File: src/rtl/pulse_stretch.sv
// Event shaper: replays each single-cycle strobe as a HIGH_CYC-long level followed by
// at least GAP_CYC low cycles, queueing overlapping events in a saturating counter.
module pulse_stretch #(
    parameter int HIGH_CYC = 4,
    parameter int GAP_CYC  = 4,
    parameter int CNT_W    = 4
) (
    input  logic             clk_src,
    input  logic             rst,
    input  logic             evt_in,
    input  logic             clr_ovf,
    output logic             pulse_out,
    output logic             busy,
    output logic [CNT_W-1:0] pending,
    output logic             overflow
);

    localparam int MAX_CYC = (HIGH_CYC > GAP_CYC) ? HIGH_CYC : GAP_CYC;
    localparam int PH_W    = (MAX_CYC > 1) ? $clog2(MAX_CYC) : 1;

    typedef enum logic [1:0] {
        IDLE,
        HIGH,
        GAP
    } state_t;

    state_t           state_q, state_d;
    logic [PH_W-1:0]  phase_q, phase_d;
    logic [CNT_W-1:0] pending_q, pending_d;
    logic             overflow_q, overflow_d;
    logic             pulse_q, pulse_d;

    logic last_high, last_gap, start, full, drop, acc;

    always_comb begin
        last_high = (state_q == HIGH) && (phase_q == PH_W'(HIGH_CYC - 1));
        last_gap  = (state_q == GAP)  && (phase_q == PH_W'(GAP_CYC - 1));
        start     = ((state_q == IDLE) || last_gap) && ((pending_q != '0) || evt_in);
        full      = (pending_q == '1);
        drop      = evt_in && full && !start;
        acc       = evt_in && !drop;
    end

    always_comb begin
        state_d = state_q;
        phase_d = phase_q + PH_W'(1);
        if (start) begin
            state_d = HIGH;
            phase_d = '0;
        end else begin
            case (state_q)
                IDLE: phase_d = '0;
                HIGH: begin
                    if (last_high) begin
                        state_d = GAP;
                        phase_d = '0;
                    end
                end
                GAP: begin
                    if (last_gap) begin
                        state_d = IDLE;
                        phase_d = '0;
                    end
                end
                default: begin
                    state_d = IDLE;
                    phase_d = '0;
                end
            endcase
        end
    end

    // A direct-consumed event (acc and start together) leaves the count unchanged,
    // which also covers accepting at saturation when a pulse starts.
    always_comb begin
        pending_d = pending_q;
        case ({acc, start})
            2'b10:   pending_d = pending_q + CNT_W'(1);
            2'b01:   pending_d = pending_q - CNT_W'(1);
            default: pending_d = pending_q;
        endcase
    end

    always_comb begin
        overflow_d = overflow_q;
        if (drop)
            overflow_d = 1'b1;
        else if (clr_ovf)
            overflow_d = 1'b0;
        pulse_d = (state_d == HIGH);
    end

    always_ff @(posedge clk_src) begin
        if (rst) begin
            state_q    <= IDLE;
            phase_q    <= '0;
            pending_q  <= '0;
            overflow_q <= 1'b0;
            pulse_q    <= 1'b0;
        end else begin
            state_q    <= state_d;
            phase_q    <= phase_d;
            pending_q  <= pending_d;
            overflow_q <= overflow_d;
            pulse_q    <= pulse_d;
        end
    end

    assign pulse_out = pulse_q;
    assign pending   = pending_q;
    assign overflow  = overflow_q;
    assign busy      = (state_q != IDLE) || (pending_q != '0);

endmodule

File: config.mk
export PLATFORM = sky130hd
export DESIGN_NAME = pulse_stretch
export DESIGN_NICKNAME = d
export VERILOG_FILES = /design/src/rtl/pulse_stretch.sv
export SDC_FILE = /design/constraint.sdc
export NUM_CORES = 1
export LEC_CHECK = 0
export ABC_AREA = 1
export BUFFER_PORTS_ARGS = -buffer_cell sky130_fd_sc_hd__buf_2
export CORE_MARGIN = 10
export CORE_UTILIZATION = 50
export CTS_CLUSTER_DIAMETER = 120
export CTS_CLUSTER_SIZE = 10
export DETAILED_ROUTE_END_ITERATION = 10
export PLACE_DENSITY = 0.72
export SETUP_SLACK_MARGIN = 0.4
export SYNTH_ARGS = -nofsm -noshare
export SYNTH_HDL_FRONTEND = slang
export SYNTH_SLANG_ARGS = --single-unit
File: constraint.sdc
create_clock -name clk_src -period 2.8 [get_ports clk_src]
set_clock_uncertainty 0.1 [all_clocks]
set_input_delay 0.28 -clock clk_src [delete_from_list [all_inputs] [get_ports clk_src]]
set_output_delay 0.28 -clock clk_src [all_outputs]
set_load 0.05 [all_outputs]
After elaboration in Yosys (flattened, before gate mapping)
Index checks and enable logic that the tools add are counted.
{ "classes": {"mux": 10, "n_addsub": 3, "n_reduce_logical": 17, "n_eq_ne": 7} }
{ "op_table": {"columns": ["op", "n"], "rows": [
  ["$mux W2", 5],
  ["$pmux W4 S2", 1],
  ["$eq A2 B1 Y1 const B", 3],
  ["$eq A2 B2 Y1 const B", 3],
  ["$logic_and A1 B1 Y1", 6],
  ["$pmux W2 S3", 1],
  ["$reduce_bool A2 Y1", 3],
  ["$add A4 B1 Y4 const B", 1],
  ["$eq A4 B4 Y1 const B", 1],
  ["$pmux W2 S2", 1],
  ["$reduce_bool A4 Y1", 1],
  ["$sub A4 B1 Y4 const B", 1],
  ["$logic_or A1 B1 Y1", 3],
  ["$add A2 B1 Y2 const B", 1],
  ["$logic_not A1 Y1", 2],
  ["$logic_not A2 Y1", 1],
  ["$mux W1", 2],
  ["$reduce_or A2 Y1", 1]
]} }
{ "totals": {"input_bits": 4, "output_inout_bits": 7, "register_bits": 10, "elab_cells": 42} }

Longest topological paths before layout
{ "logic_depth": {"ltp_word": 10, "ltp_mapped": 14} }

Worst setup path after synthesis
Ideal clock, no wire load.
{ "synth_path": {"kind": "register -> register", "start": "register pending_q[0], in the netlist pending[0]", "end": "register pending_q[2], in the netlist pending[2]", "arrival_time_ps": 1787, "setup_time_ps": 114, "slack_ps": 799, "path_buffers": 0, "stages_incl_launch_ff": 12, "t_required_ps": 2586, "synth_period_minus_slack_ps": 2001, "cell_sequence": "dfxtp_1 > nor2_2 > nand2_4 > nand4_1 > nand2_1 > inv_2 > ha_1 > inv_1 > nand2_1 > xnor2_1 > o211ai_2 > inv_1"} }
{ "synth_between": {"elab_chain_len": 9, "elab_cells_between_ends": 15} }
{ "synth_rtl": {"columns": ["element", "line", "text"], "rows": [
  ["start: declaration", "29", "logic [CNT_W-1:0] pending_q, pending_d;"],
  ["start signal: assignment", "103", "pending_q <= pending_d;"],
  ["$reduce_bool A4 Y1", "38", "start = ((state_q == IDLE) || last_gap) && ((pending_q != '0) || evt_in);"],
  ["$logic_or A1 B1 Y1", "38", null],
  ["$logic_and A1 B1 Y1", "38", null],
  ["$logic_not A1 Y1", "40", "drop = evt_in && full && !start;"],
  ["$logic_and A1 B1 Y1", "40", null],
  ["$logic_not A1 Y1", "41", "acc = evt_in && !drop;"],
  ["$logic_and A1 B1 Y1", "41", null],
  ["$eq A2 B1 Y1 / $eq A2 B2 Y1 (equally long branches)", "77", "case ({acc, start})"],
  ["$pmux W4 S2 / $reduce_bool A2 Y1 (equally long branches)", null, null]
]} }
Parallel ways exist; a longest one is shown, timed or not.
A chain may end at the register's enable or synchronous reset.

Final worst setup path
{ "layout_path": {"start": "register state_q[0]", "end": "register pending_q[2], in the netlist pending[2]"} }
{ "layout_between": {"elab_chain_len": 10, "elab_cells_between_ends": 13} }
{ "layout_rtl": {"columns": ["element", "line", "text"], "rows": [
  ["start: declaration", "27", "state_t state_q, state_d;"],
  ["start signal: assignment", "101", "state_q <= state_d;"],
  ["$eq A2 B2 Y1", "37", "last_gap = (state_q == GAP) && (phase_q == PH_W'(GAP_CYC - 1));"],
  ["$logic_and A1 B1 Y1", "37", null],
  ["$logic_or A1 B1 Y1 *", "38", null],
  ["$logic_and A1 B1 Y1 *", "38", null],
  ["$logic_not A1 Y1", "40", null],
  ["$logic_and A1 B1 Y1", "40", null],
  ["$logic_not A1 Y1", "41", null],
  ["$logic_and A1 B1 Y1", "41", null],
  ["$eq A2 B1 Y1 / $eq A2 B2 Y1 (equally long branches)", "77", null],
  ["$pmux W4 S2 / $reduce_bool A2 Y1 (equally long branches)", null, null]
]} }
Mark *: on every way between the ends. The rest lies on a longest branch, timed or not.

==> summary.log <==
[run_status] result of the run completed
[min_path] hold-critical path depth 2
[finish] net total in the final layout 111
[pwr] total power divided by cell area 1230 nW/um^2
[finish] post-route cell area 757 um^2
[floorplan] width of the die 56.1 um
[timing] unrepaired setup endpoints after global routing false
[floorplan] initial cell density of the core 0.558
[clocking] cts bufs inserted 3
[global_route] global routing met2 resource utilization 0.124
[critical_path] Worst Setup Start Kind flop
[logic_synthesis] Mapped Cells 86
[timing] shortest clock period the worst path allows after layout 1950 ps
[detailed_routing] Detail Route Antenna Nets 0
[timing] setup TNS 0 ps
[global_route] wire length of the first global-routing pass 2270 um
[global_route] antenna violations before repair 0
[detailed_routing] post-route DRC violation count 0
[timing] maximum operating frequency 512 MHz
[logic_synthesis] Post-synth ARST share 0
[timing] worst max-slew margin expressed relative to the limit 0.783
[placed_design] post-detailed-placement cell area 721 um^2
[global_route] GR Layer Usage met1 0.104
[timing] setup violators final 0
[clocking] clock insertion delay at the later pin of the skew report 280 ps
[critical_path] category of the most critical setup path flop to flop
[global_route] GR met3 Demand/Resource 0.0433
[logic_synthesis] commonest register cell after synthesis sky130_fd_sc_hd__dfxtp_1
[logic_synthesis] netlist area before placement 653 um^2
[timing] period utilisation layout 0.698
[logic_synthesis] number of enable-type register cells in the synthesized netlist 0
[global_route] vias in the first global route 541
[floorplan] I/O pin count 11
[global_route] pin count of the biggest net entering global routing 9
[logic_synthesis] fraction of the yosys area taken by sequential cells 0.307
[clocking] count of cells resized by post-cts repair 0
[timing] number of slew-limit violations in the final report 0
[critical_path] Critical Path AT 2040 ps
[detailed_routing] number of vias after detailed routing 565
[placed_design] Buffers on Ports 10
[run] max-cap check violation count 0
[clocking] Post-CTS Repair Setup Buffers 0
[detailed_routing] number of iterations in the first detailed-routing pass 2
[timing] Final Hold Viols 0
[pwr] largest vdd supply drop 0.000577 V
[critical_path] type of element capturing the critical path flop
[logic_synthesis] Net Count, Synth 96
[clocking] TritonCTS clock tree built
[detailed_routing] routed len/inst 11.1 um
[logic_synthesis] Yosys warning count 0
[clocking] post-cts hold buffer count 0
[clocking] post-CTS clock slew at the launch and capture registers of the worst setup and hold paths 80 ps
[clocking] CTS Root Buffer Type sky130_fd_sc_hd__clkbuf_4
[finish] area grow syn2layout 15.9%
[critical_path] worst path required time 2880 ps
[detailed_routing] Avg Vias per Cell 4.96
[placed_design] final weighted congestion in routability-driven placement 0.849
[finish] antenna cells 0
[finish] filler instances 101
[critical_path] worst-path fanout max 5
[floorplan] height of the chip 56.1 um
[timing] slew at the pin with the worst max-slew slack 322 ps
[pwr] static leakage power 0.396 nW
[global_route] global-route layer with the greatest usage met2
[finish] layout cell share with drive strength beyond 1 0.280
[floorplan] core area 1170 um^2
[logic_synthesis] mean cell area of the mapped netlist 7.59 um^2
[logic_synthesis] Yosys reg bits 10
[critical_path] Worst Reg2Reg Path Length in Cells 13
[floorplan] full die area 3150 um^2
[detailed_routing] overall routed net length 1270 um
[placed_design] detailed placer's ending HPWL 1030 um
[clocking] CTS sink count 10
[global_route] final global-route overflow total 0
[min_path] Hold WC Path Type input port to flop
[logic_synthesis] number of distinct library cells after synthesis 27
[floorplan] row count 12
[clocking] maximum number of buffers from clock root to sink 2
[detailed_routing] number of DRC markers after the initial detailed-route iteration 7
[global_route] total routing resource utilization after global routing 0.0871
[clocking] H-tree depth reported by CTS 1
## cell usage in the layout (no fill, tap or decap), types with 2 or more instances in the layout
cell type                  netlist  routed
sky130_fd_sc_hd__inv_1          14      14
sky130_fd_sc_hd__nand2_1        13      13
sky130_fd_sc_hd__buf_2           0      10
sky130_fd_sc_hd__dfxtp_1        10      10
sky130_fd_sc_hd__nor2_1          8       8
sky130_fd_sc_hd__ha_1            6       6
sky130_fd_sc_hd__nand3_1         4       4
sky130_fd_sc_hd__nand2_2         3       3
sky130_fd_sc_hd__nand4_1         3       3
sky130_fd_sc_hd__a21oi_1         3       3
sky130_fd_sc_hd__clkbuf_4        0       3
sky130_fd_sc_hd__nor2_2          2       2
sky130_fd_sc_hd__nand2_4         2       2
sky130_fd_sc_hd__inv_2           2       2
sky130_fd_sc_hd__o21ai_1         2       2
## registers in the layout, indices dropped and copies added, names as in the netlist
signal	flops
pending	4
overflow	1
phase_q	2
pulse_out	1
state_q	2
## critical path, stage by stage, from the launching register on
cell and delay, ps:
sky130_fd_sc_hd__dfxtp_1 330, sky130_fd_sc_hd__inv_1 100, sky130_fd_sc_hd__ha_1 200, sky130_fd_sc_hd__inv_1 80
sky130_fd_sc_hd__nand2_4 100, sky130_fd_sc_hd__nand4_1 180, sky130_fd_sc_hd__nand2_1 130, sky130_fd_sc_hd__inv_2 40
sky130_fd_sc_hd__ha_1 160, sky130_fd_sc_hd__inv_1 50, sky130_fd_sc_hd__nand2_1 60, sky130_fd_sc_hd__xnor2_1 140
sky130_fd_sc_hd__o211ai_2 130, sky130_fd_sc_hd__inv_1 50
## cell families after synthesis
| family | share of synthesized area |
|---|---|
| buffers and inverters | 0.0920 |
| DFF | 0.307 |
| xor gates and xnor gates | 0.0268 |
| and+or+nand+nor | 0.345 |
| adders and majority gates | 0.115 |
| AOI/OAI and AO/OA | 0.115 |
## cell usage after synthesis (2+ instances only)
master / n / area [um^2]
sky130_fd_sc_hd__inv_1: 14 / 52.6
sky130_fd_sc_hd__nand2_1: 13 / 48.8
sky130_fd_sc_hd__nor2_2: 2 / 12.5
sky130_fd_sc_hd__nand3_1: 4 / 20.0
sky130_fd_sc_hd__a21oi_1: 3 / 15.0
sky130_fd_sc_hd__dfxtp_1: 10 / 200
sky130_fd_sc_hd__inv_2: 2 / 7.51
sky130_fd_sc_hd__ha_1: 6 / 75.1
sky130_fd_sc_hd__nor2_1: 8 / 30.0
sky130_fd_sc_hd__nand2_2: 3 / 18.8
sky130_fd_sc_hd__nand4_1: 3 / 18.8
sky130_fd_sc_hd__nand2_4: 2 / 22.5
sky130_fd_sc_hd__o21ai_1: 2 / 10.0
## stage by stage
step / util / setup WS (ps) / hold WS, ps / instances / total power, mW
6_report: 0.646 / 845 / 128 / 114 / 0.935
5_1_grt: 0.646 / 646 / 146 / 114 / 1.01
4_1_cts: 0.646 / 830 / 129 / 114 / 0.942
3_5_place_dp: 0.615 / 852 / 333 / 110 / 0.800
3_3_place_gp: 0.615 / 885 / 319 / 110 / 0.792
2_1_floorplan: - / 799 / 242 / 86 / 0.695
## report_power, final
part	total, mW	internal (mW)	switching (mW)
Clock	0.140	0.0793	0.0605
Combinational	0.568	0.168	0.400
Sequential	0.227	0.180	0.0476
## layout make-up
cell class              instances  area [um^2]  area share
multi-input cells              60          393       0.519
flip-flops and latches         10          200       0.264
inverters                      16         60.1      0.0793
repair buffers                 10         50.0      0.0661
clock buffers                   4         36.3      0.0479
well taps                      14         17.5      0.0231
## layer usage
layer,vias up,wire length [um],share of wire
met2,11,520,0.41
met3,3,72,0.057
li1,306,-,-
met4,0,25,0.020
met5,-,0,0
met1,245,653,0.51
## path summary, 6_finish.rpt
kind	start	to	slack, ps
setup / recovery	state_q[0]$_SDFF_PP0_	pending[2]$_SDFFE_PP0P_	850
setup reg to reg	state_q[0]$_SDFF_PP0_	pending[2]$_SDFFE_PP0P_	850
hold / removal	rst	pending[3]$_SDFFE_PP0P_	130
hold reg to reg	phase_q[0]$_SDFF_PP0_	phase_q[0]$_SDFF_PP0_	340
Note: power is estimated with default switching activity, not from simulation.
